### config.mk
export PLATFORM = sky130hd
export DESIGN_NAME = is_fu_queue_flat
export DESIGN_NICKNAME = d
export VERILOG_FILES = /design/src/rtl/is_fu_queue_pkg.sv /design/src/rtl/is_fu_queue_if.sv /design/src/rtl/is_fifo.sv /design/src/rtl/is_fu_queue.sv /design/src/flat_wrapper.sv
export SDC_FILE = /design/constraint.sdc
export NUM_CORES = 1
export LEC_CHECK = 0
export ABC_AREA = 1
export CAP_MARGIN = 20
export CORE_MARGIN = 4
export CORE_UTILIZATION = 51
export CTS_BUF_LIST = sky130_fd_sc_hd__clkbuf_4 sky130_fd_sc_hd__clkbuf_8
export CTS_CLUSTER_SIZE = 30
export DETAILED_ROUTE_END_ITERATION = 6
export PLACE_DENSITY_LB_ADDON = 0.1
export SYNTH_ARGS = -nofsm -noshare
export SYNTH_HDL_FRONTEND = slang
export SYNTH_SLANG_ARGS = --single-unit
export TNS_END_PERCENT = 10
### constraint.sdc
create_clock -name clk -period 2.65 [get_ports clk]
set_clock_uncertainty 0.1 [all_clocks]
set_input_delay 0.53 -clock clk [delete_from_list [all_inputs] [get_ports clk]]
set_output_delay 0.53 -clock clk [all_outputs]
set_load 0.01 [all_outputs]
### src/rtl/is_fu_queue_pkg.sv
// rtl/is_fu_queue_pkg.sv - shared vector types, lmul encodings and micro-op decode
package is_fu_queue_pkg;

    localparam logic [2:0] LMUL_1    = 3'b000;
    localparam logic [2:0] LMUL_2    = 3'b001;
    localparam logic [2:0] LMUL_4    = 3'b010;
    localparam logic [2:0] LMUL_8    = 3'b011;
    localparam logic [2:0] LMUL_RSVD = 3'b100;
    localparam logic [2:0] LMUL_F8   = 3'b101;
    localparam logic [2:0] LMUL_F4   = 3'b110;
    localparam logic [2:0] LMUL_F2   = 3'b111;

    typedef struct packed {
        logic [6:0] opcode;
        logic [4:0] vd;
        logic [4:0] vs1;
        logic [4:0] vs2;
        logic       vm;
        logic [2:0] lmul;
    } dec_req_t;

    // Fractional and reserved groupings occupy a single register, so one micro-op.
    function automatic logic [3:0] lmul_to_nuops(input logic [2:0] lmul);
        case (lmul)
            LMUL_2:  return 4'd2;
            LMUL_4:  return 4'd4;
            LMUL_8:  return 4'd8;
            default: return 4'd1;
        endcase
    endfunction

    function automatic logic [2:0] lmul_last_idx(input logic [2:0] lmul);
        logic [3:0] last;
        last = lmul_to_nuops(lmul) - 4'd1;
        return last[2:0];
    endfunction

endpackage

### src/rtl/is_fu_queue_if.sv
// rtl/is_fu_queue_if.sv - dispatch-side and execution-side handshakes of the FU queue
interface is_fu_queue_if #(
    parameter int IDW = 3
) ();
    import is_fu_queue_pkg::*;

    logic           in_valid;
    logic           in_ready;
    dec_req_t       in_req;
    logic [IDW-1:0] in_id;

    logic           uop_valid;
    logic           uop_ready;
    dec_req_t       uop_req;
    logic [IDW-1:0] uop_id;
    logic [2:0]     uop_idx;
    logic           uop_last;

    modport master (
        output in_valid, in_req, in_id, uop_ready,
        input  in_ready, uop_valid, uop_req, uop_id, uop_idx, uop_last
    );

    modport slave (
        input  in_valid, in_req, in_id, uop_ready,
        output in_ready, uop_valid, uop_req, uop_id, uop_idx, uop_last
    );

endinterface

### src/rtl/is_fifo.sv
// rtl/is_fifo.sv - circular buffer with wrapping pointers and occupancy count
module is_fifo #(
    parameter  int DEPTH = 4,
    parameter  int W     = 8,
    localparam int AW    = $clog2(DEPTH),
    localparam int CW    = AW + 1
) (
    input  logic          clk,
    input  logic          rst_n,
    input  logic          flush,
    input  logic          push,
    input  logic [W-1:0]  push_data,
    input  logic          pop,
    output logic [W-1:0]  head_data,
    output logic [CW-1:0] count,
    output logic          full,
    output logic          empty
);

    logic [AW-1:0] wr_ptr_q, wr_ptr_d;
    logic [AW-1:0] rd_ptr_q, rd_ptr_d;
    logic [CW-1:0] count_q, count_d;
    logic [W-1:0]  mem_q [DEPTH];

    // DEPTH is a power of two, so pointer overflow is the modulo wrap.
    always_comb begin
        wr_ptr_d = wr_ptr_q;
        rd_ptr_d = rd_ptr_q;
        count_d  = count_q;
        if (flush) begin
            wr_ptr_d = '0;
            rd_ptr_d = '0;
            count_d  = '0;
        end else begin
            if (push) wr_ptr_d = wr_ptr_q + AW'(1);
            if (pop)  rd_ptr_d = rd_ptr_q + AW'(1);
            case ({push, pop})
                2'b10:   count_d = count_q + CW'(1);
                2'b01:   count_d = count_q - CW'(1);
                default: count_d = count_q;
            endcase
        end
    end

    always_ff @(posedge clk or negedge rst_n) begin
        if (!rst_n) begin
            wr_ptr_q <= '0;
            rd_ptr_q <= '0;
            count_q  <= '0;
        end else begin
            wr_ptr_q <= wr_ptr_d;
            rd_ptr_q <= rd_ptr_d;
            count_q  <= count_d;
        end
    end

    always_ff @(posedge clk) begin
        if (push && !flush) mem_q[wr_ptr_q] <= push_data;
    end

    assign head_data = mem_q[rd_ptr_q];
    assign count     = count_q;
    assign full      = (count_q == CW'(DEPTH));
    assign empty     = (count_q == '0);

endmodule

### src/rtl/is_fu_queue.sv
// rtl/is_fu_queue.sv - FU instruction queue that splits each entry into lmul micro-ops
module is_fu_queue
    import is_fu_queue_pkg::*;
#(
    parameter  int DEPTH = 4,
    parameter  int IDW   = 3,
    localparam int CW    = $clog2(DEPTH) + 1
) (
    input  logic          clk,
    input  logic          rst_n,
    input  logic          flush,
    is_fu_queue_if.slave  io,
    output logic [CW-1:0] count
);

    localparam int W = $bits(dec_req_t) + IDW;

    logic           fifo_push;
    logic           fifo_pop;
    logic           fifo_full;
    logic           fifo_empty;
    logic [W-1:0]   fifo_head;
    dec_req_t       head_req;
    logic [IDW-1:0] head_id;
    logic           pop_uop;
    logic           last_uop;
    logic [2:0]     uop_cnt_q, uop_cnt_d;

    // Accepting is independent of the execution side, so a full queue waits a cycle after a final pop.
    assign io.in_ready = ~fifo_full & ~flush;
    assign fifo_push   = io.in_valid & io.in_ready;

    is_fifo #(
        .DEPTH (DEPTH),
        .W     (W)
    ) u_fifo (
        .clk       (clk),
        .rst_n     (rst_n),
        .flush     (flush),
        .push      (fifo_push),
        .push_data ({io.in_req, io.in_id}),
        .pop       (fifo_pop),
        .head_data (fifo_head),
        .count     (count),
        .full      (fifo_full),
        .empty     (fifo_empty)
    );

    assign {head_req, head_id} = fifo_head;

    assign last_uop = ~fifo_empty & (uop_cnt_q == lmul_last_idx(head_req.lmul));
    assign pop_uop  = io.uop_valid & io.uop_ready;
    assign fifo_pop = pop_uop & last_uop & ~flush;

    always_comb begin
        uop_cnt_d = uop_cnt_q;
        if (flush) begin
            uop_cnt_d = '0;
        end else if (pop_uop) begin
            uop_cnt_d = last_uop ? 3'd0 : uop_cnt_q + 3'd1;
        end
    end

    always_ff @(posedge clk or negedge rst_n) begin
        if (!rst_n) uop_cnt_q <= '0;
        else        uop_cnt_q <= uop_cnt_d;
    end

    assign io.uop_valid = ~fifo_empty;
    assign io.uop_req   = head_req;
    assign io.uop_id    = head_id;
    assign io.uop_idx   = uop_cnt_q;
    assign io.uop_last  = last_uop;

endmodule

### src/flat_wrapper.sv
// flat-port wrapper written by rule: the top's interface ports become plain ports
module is_fu_queue_flat import is_fu_queue_pkg::*;
#(
    parameter  int DEPTH = 4,
    parameter  int IDW   = 3,
    localparam int CW    = $clog2(DEPTH) + 1
)
  (clk, rst_n, flush, count, io_in_valid, io_in_req, io_in_id, io_uop_ready, io_in_ready, io_uop_valid, io_uop_req, io_uop_id, io_uop_idx, io_uop_last);
  is_fu_queue_if #(.IDW(IDW)) io_i ();
  input  logic clk;
  input  logic rst_n;
  input  logic flush;
  output logic [CW-1:0] count;
  input wire logic [$bits(io_i.in_valid)-1:0] io_in_valid;
  input wire logic [$bits(io_i.in_req)-1:0] io_in_req;
  input wire logic [$bits(io_i.in_id)-1:0] io_in_id;
  input wire logic [$bits(io_i.uop_ready)-1:0] io_uop_ready;
  output wire logic [$bits(io_i.in_ready)-1:0] io_in_ready;
  output wire logic [$bits(io_i.uop_valid)-1:0] io_uop_valid;
  output wire logic [$bits(io_i.uop_req)-1:0] io_uop_req;
  output wire logic [$bits(io_i.uop_id)-1:0] io_uop_id;
  output wire logic [$bits(io_i.uop_idx)-1:0] io_uop_idx;
  output wire logic [$bits(io_i.uop_last)-1:0] io_uop_last;
  assign io_i.in_valid = io_in_valid;
  assign io_i.in_req = io_in_req;
  assign io_i.in_id = io_in_id;
  assign io_i.uop_ready = io_uop_ready;
  assign io_in_ready = io_i.in_ready;
  assign io_uop_valid = io_i.uop_valid;
  assign io_uop_req = io_i.uop_req;
  assign io_uop_id = io_i.uop_id;
  assign io_uop_idx = io_i.uop_idx;
  assign io_uop_last = io_i.uop_last;
  is_fu_queue #(.DEPTH(DEPTH), .IDW(IDW)) u_core (.clk(clk), .rst_n(rst_n), .flush(flush), .io(io_i), .count(count));
endmodule
Word level (Yosys, flattened, before mapping)
Memory sizes are Yosys's and may differ from the RTL's.
Index checks and enable logic that the tools add are counted.
W data, S select, Z words.

word-level totals
  bits in latches = 0
  RAM bits = 116
  memory bits (read-only) = 0
  output and inout bits = 38
  memories = 1
  register bits = 10

memory list
  name                 words  width  read ports  clocked after memory_dff  wr ports  line           RTL
  u_core.u_fifo.mem_q  4      29     1           0                         1         is_fifo.sv:23  logic [W-1:0] mem_q [DEPTH];

operators by class
  equality and inequality tests = 7
  multiply operators = 0
  mux-type cells = 12
  order comparisons = 0
  add/subtract/negate cells = 6
  shift operators = 0
  reduce and logical (&&, ||, !) cells = 7
  bitwise gates (word level) = 9
  divide/modulo/power cells = 0

operators by type and width
  cell                   number
  $mux W3                4
  $pmux W3 S3            1
  $mux W2                4
  $add A3 B1 Y3 const B  2
  $and A1 B1 Y1          6
  $eq A3 B2 Y1 const B   2
  $pmux W3 S2            1
  $reduce_bool A2 Y1     3
  $sub A3 B1 Y3 const B  2
  $add A2 B1 Y2 const B  2
  $eq A3 B1 Y1 const B   1
  $eq A3 B3 Y1           1
  $eq A3 B3 Y1 const B   1
  $logic_not A3 Y1       1
  $not A1 Y1             3
  $reduce_bool A3 Y1     1
  $eq A2 B1 Y1 const B   1
  $eq A2 B2 Y1 const B   1
  $mux W1                2
  $logic_and A1 B1 Y1    1
  $logic_not A1 Y1       1

Logic depth before layout (Yosys ltp)
An unclocked memory read counts as a cell.

  depth in word-level cells = 11
  depth in mapped cells = 20
  depth with buffers taken out = 18

Hierarchy
A second synthesis with hierarchy kept.

unflattened totals
  cell total of the unflattened synthesis = 391
  area total of the unflattened synthesis = 5037.3 um^2

by module, submodules not included
  module       area an instance (um^2)  cells each  times used  sequential area each (um^2)
  is_fifo      4759.6                   342         1           3658.5
  is_fu_queue  277.8                    49          1           75.1

Worst setup path before layout
Ideal clock, no wire load.

  path kind = register to register
  start = register u_core.u_fifo.count_q[0] (netlist: u_core.u_fifo.count[0])
  end = memory u_core.u_fifo.mem_q[1][0] in the netlist's numbering (enable)
  data required time = 2135 ps
  arrival = 2329 ps
  path slack = -194 ps
  cell stages (with the launch flop) = 6
  buffers on the path = 0
  clock period less this slack = 2844 ps
  setup time = 415 ps
  cell sequence = dfrtp_1 -> nor2_1 -> a21oi_1 -> and2_1 -> inv_1 -> nor2_1

between the ends
  word-level cells in the longest chain between the ends = 7

RTL lines
  what                           line                RTL
  start, declared                is_fifo.sv:22       logic [CW-1:0] count_q, count_d;
  start signal, assigned         is_fifo.sv:53       count_q <= count_d;
  $eq A3 B3 Y1                   is_fifo.sv:63       assign full = (count_q == CW'(DEPTH));
  $not A1 Y1                     is_fu_queue.sv:30   assign io.in_ready = ~fifo_full & ~flush;
  $and A1 B1 Y1                  is_fu_queue.sv:30
  named net io_in_ready          flat_wrapper.sv:18  output wire logic [$bits(io_i.in_ready)-1:0] io_in_ready;
  $and A1 B1 Y1                  is_fu_queue.sv:31   assign fifo_push = io.in_valid & io.in_ready;
  $logic_and A1 B1 Y1            is_fifo.sv:58       if (push && !flush) mem_q[wr_ptr_q] <= push_data;
  $mux W1                        is_fifo.sv:58
  $mux W1 (implied by the code)  is_fifo.sv:58
  end, declared                  is_fifo.sv:23

The timed path passes the listed nets, and every way through them passes these cells.

Worst setup path after layout
  start = register u_core.u_fifo.rd_ptr_q[0]
  end = output io_uop_last

between the ends
  word-level cells in the longest chain between the ends = 6
  elaborated cells on any way between the ends = 8

RTL lines
  what                                                 line                   RTL
  start, declared                                      is_fifo.sv:21          logic [AW-1:0] rd_ptr_q, rd_ptr_d;
  start signal, assigned                               is_fifo.sv:52          rd_ptr_q <= rd_ptr_d;
  $mem_v2 Z4 W29 (*)                                   -
  $eq A3 B2 Y1 / $eq A3 B1 Y1 (equally long branches)  is_fu_queue_pkg.sv:24  case (lmul)
  $pmux W3 S3 (*)                                      is_fu_queue_pkg.sv:24
  $sub A3 B1 Y3 (*)                                    is_fu_queue_pkg.sv:34  last = lmul_to_nuops(lmul) - 4'd1;
  $eq A3 B3 Y1 (*)                                     is_fu_queue.sv:51      assign last_uop = ~fifo_empty & (uop_cnt_q == lmul_last_idx(head_req.lmul));
  $and A1 B1 Y1 (*)                                    is_fu_queue.sv:51
  end, declared                                        flat_wrapper.sv:23     output wire logic [$bits(io_i.uop_last)-1:0] io_uop_last;

Every way passes the cells marked *; elsewhere a longest branch is shown, timed or not.

==> flow_summary.json <==
{
  "ant_nets": 0,
  "track_usage": 0.202,
  "p_per_area_nw_per_um2": 607,
  "cts_sinks": 126,
  "wl_per_cell_um": 16.9,
  "port_buffers": 71,
  "fillers": 765,
  "insertion_delay_ns": 0.41,
  "critPathRequiredTime_ns": 2.02,
  "crit_fanout": 11,
  "finalSetupViolCount": 0,
  "overflow": 0,
  "leakage_uw": 0.00246,
  "grt_pass1_vias": 3470,
  "min_period_ns": 2.61,
  "syn_area_sq_um": 5120,
  "placed_cells": 607,
  "n_antenna_cell": 0,
  "netSwitchingFraction": 0.215,
  "yosysSeqAreaShare": 0.730,
  "grt_antenna_before_repair": 0,
  "r2r_end": "u_core.u_fifo.count[2]",
  "cp_slowest_cell": "dfrtp_2",
  "syn_avg_cell_area_sq_um": 12.9,
  "worstHoldPathType": "input port to async pin",
  "p_seq_frac": 0.568,
  "nets": 540,
  "fin_setup_tns_ns": 0,
  "vias": 3358,
  "regToRegStartpoint": "u_core.u_fifo.rd_ptr_q[0]",
  "holdWs_ns": 0.341,
  "die_x_um": 108,
  "detailed_place_hpwl_mm": 7.02,
  "relSlewSlack": 0.672,
  "fin_crit_sh": 0.984,
  "synthToLayoutAreaGrowth_pct": 28.1,
  "multi_input_area_sq_um": 1220,
  "root_buffer": "clkbuf_8",
  "final-instance-count-excl-fill": 644,
  "ys_warn_count": 0,
  "path_delay_family": "simple AND/OR/NAND/NOR gates",
  "first_iter_violations": 176,
  "hold_viol": 0,
  "layout_commonest_cell": "edfxtp_1",
  "pwr-share-comb": 0.079,
  "core_area_sq_um": 9770,
  "cts_tree": "done",
  "initial_core_util": 0.523,
  "internal-power_uw": 3120,
  "yosysTopAreaCell": "edfxtp_1",
  "drive_above_1_share": 0.164,
  "routabilityCongestion": 0.771,
  "cts_buffer_depth": 2,
  "worst_pin_slew_ns": 0.490,
  "viasPerCell": 5.21,
  "fmax_ghz": 0.383,
  "htreeDepth": 4,
  "regArea_sq_um": 3730,
  "clkTransAtPathRegs_ns": 0.07,
  "finalWirelength_mm": 10.9,
  "synthTopCellsByArea": "edfxtp_1 (68%), o21ai_0 (5.3%), dfrtp_1 (4.9%)",
  "yosysUniqueCellTypes": 27,
  "grt_pass1_wl_mm": 17.8,
  "drv_slew": 0,
  "layout_common_cells": "edfxtp_1 (116), nor2_1 (56), o21ai_0 (52), clkdlybuf4s50_1 (42), nand2_1 (40)",
  "firstDrtPassIters": 5,
  "max-vdd-ir-drop_mv": 0.425,
  "max_stage_delay_ns": 0.42,
  "crit_top_cell": "nand2_1",
  "rsz0062_at_grt": "yes",
  "endpoint_kind": "output port",
  "die_h_um": 108,
  "postSynthNetCount": 438,
  "timing.max_cap.violations": 0,
  "netlist_instances": 398,
  "path_cells": "buf_12 > inv_8 > nand2_1 > nand2_1 > nand2_1 > nand2_2 > nand2_2 > nand2_1 > nand3_2 > nor2_4 > nand2_1 > inv_1 > buf_2",
  "drcViolationCount": 0,
  "cp-start-kind": "flop",
  "r2r_cells": 20,
  "p_sw_uw": 857,
  "path_buf_inv": 4,
  "r2r_slack_ns": 0.10,
  "postCtsHoldBufs": 0,
  "yosys.area.top_type_share": 0.681,
  "ioPinCount": 72,
  "rows": 36,
  "status": "finished clean",
  "numCtsBuffers": 17,
  "power.share.clock": 0.353,
  "synth_seq_cells": 126,
  "path_class": "flop to output port",
  "total_power_uw": 3980,
  "die_area_sq_um": 11700,
  "arrival_ns": 1.98,
  "grt_max_degree": 29
}
==> synthesized netlist by cell type <==
cell,instances
a21oi_1,4
a21oi_2,1
and2_1,1
buf_12,1
buf_2,2
buf_6,2
clkbuf_1,14
dfrtp_1,10
edfxtp_1,116
fa_1,1
ha_1,5
inv_1,21
inv_2,2
inv_8,1
nand2_1,40
nand2_2,9
nand2_4,1
nand3_1,15
nand3_2,3
nand4_4,1
nor2_1,60
nor2_4,1
nor3_1,2
o21ai_0,54
o21ai_2,1
o22ai_1,28
xnor2_1,2
==> registers in the layout, indices dropped and copies added (netlist names) <==
name,count
u_core.io.uop_idx,3
u_core.u_fifo.count,3
u_core.u_fifo.mem_q,116
u_core.u_fifo.rd_ptr_q,2
u_core.u_fifo.wr_ptr_q,2
==> worst register-to-register path, cell delays in order (launching register included) <==
cell     delay (ns)
dfrtp_2        0.42
buf_12         0.14
buf_4          0.15
nand2_1        0.08
nand2_1        0.05
nand2_1        0.07
nand2_2        0.08
nand3_2        0.06
nand2_1        0.06
nand2_2        0.08
nor2_4         0.03
buf_4          0.14
nand4_4        0.06
inv_1          0.07
fa_1           0.41
xnor2_2        0.17
inv_1          0.05
nand2_1        0.06
nand2_1        0.05
nand2_1        0.06
nand2_1        0.04
==> layout make-up <==
type,count,share of cell area
Sequential cell,126,0.570
Multi-Input combinational cell,229,0.186
Timing Repair Buffer,101,0.152
Clock buffer,20,0.0391
Tap cell,133,0.0254
Inverter,24,0.0149
Clock inverter,10,0.0115
Timing Repair inverter,1,0.000955
==> worst max-delay path by stage <==
stage | from | end | slack, ns | cells past startpoint
finish | u_core.u_fifo.rd_ptr_q[0] | io_uop_last | 0.04 | 13
global route | u_core.u_fifo.rd_ptr_q[0] | io_uop_last | -0.12 | 13
CTS | u_core.u_fifo.rd_ptr_q[0] | io_uop_last | -0.07 | 13
detailed placement | flush | u_core.u_fifo.count[2] | 0.02 | 13
global placement | flush | u_core.u_fifo.count[2] | 0.11 | 13
floorplan | u_core.u_fifo.count[0] | u_core.u_fifo.mem_q[1][0] | -0.19 | 5
==> power groups by stage <==
| stage | Sequential, uW | Combinational (uW) | Clock (uW) |
|---|---|---|---|
| finish | 2260 | 315 | 1410 |
| global route | 2260 | 349 | 1530 |
| CTS | 2260 | 320 | 1440 |
| detailed placement | 2300 | 330 | 0 |
| global placement | 2300 | 326 | 0 |
| floorplan | 2300 | 128 | 0 |
==> logic make-up after synthesis <==
kind of cell    after synthesis  share of synthesized area
simple gates                133                      0.117
flops                       126                      0.730
compound gates               88                     0.0944
buf+inv                      43                     0.0396
fa+ha+maj                     6                     0.0161
xor+xnor                      2                    0.00342
==> per-layer routing <==
metal  global-route usage  part of all wire
met2                0.337              0.50
met3               0.0507             0.055
met4               0.0721             0.011
met5                    0                 0
met1                0.259              0.44
==> per-stage QoR <==
stage | utilization | instance area, sq um | worst slack [ns]
after CTS | 0.669 | 6540 | -0.0663
after floorplan | - | 5120 | -0.194
after detailed placement | 0.630 | 6160 | 0.0194
after global placement | 0.630 | 6160 | 0.113
final | 0.670 | 6550 | 0.0413
after global routing | 0.670 | 6550 | -0.116
==> what timing repair did <==
action                     CTS  global route
gates cloned                 1             0
setup endpoints to repair   26             7
setup buffers                5             1
resized for setup           35             7
pin swaps                    0             3
Power figures use the tool's default switching activity.
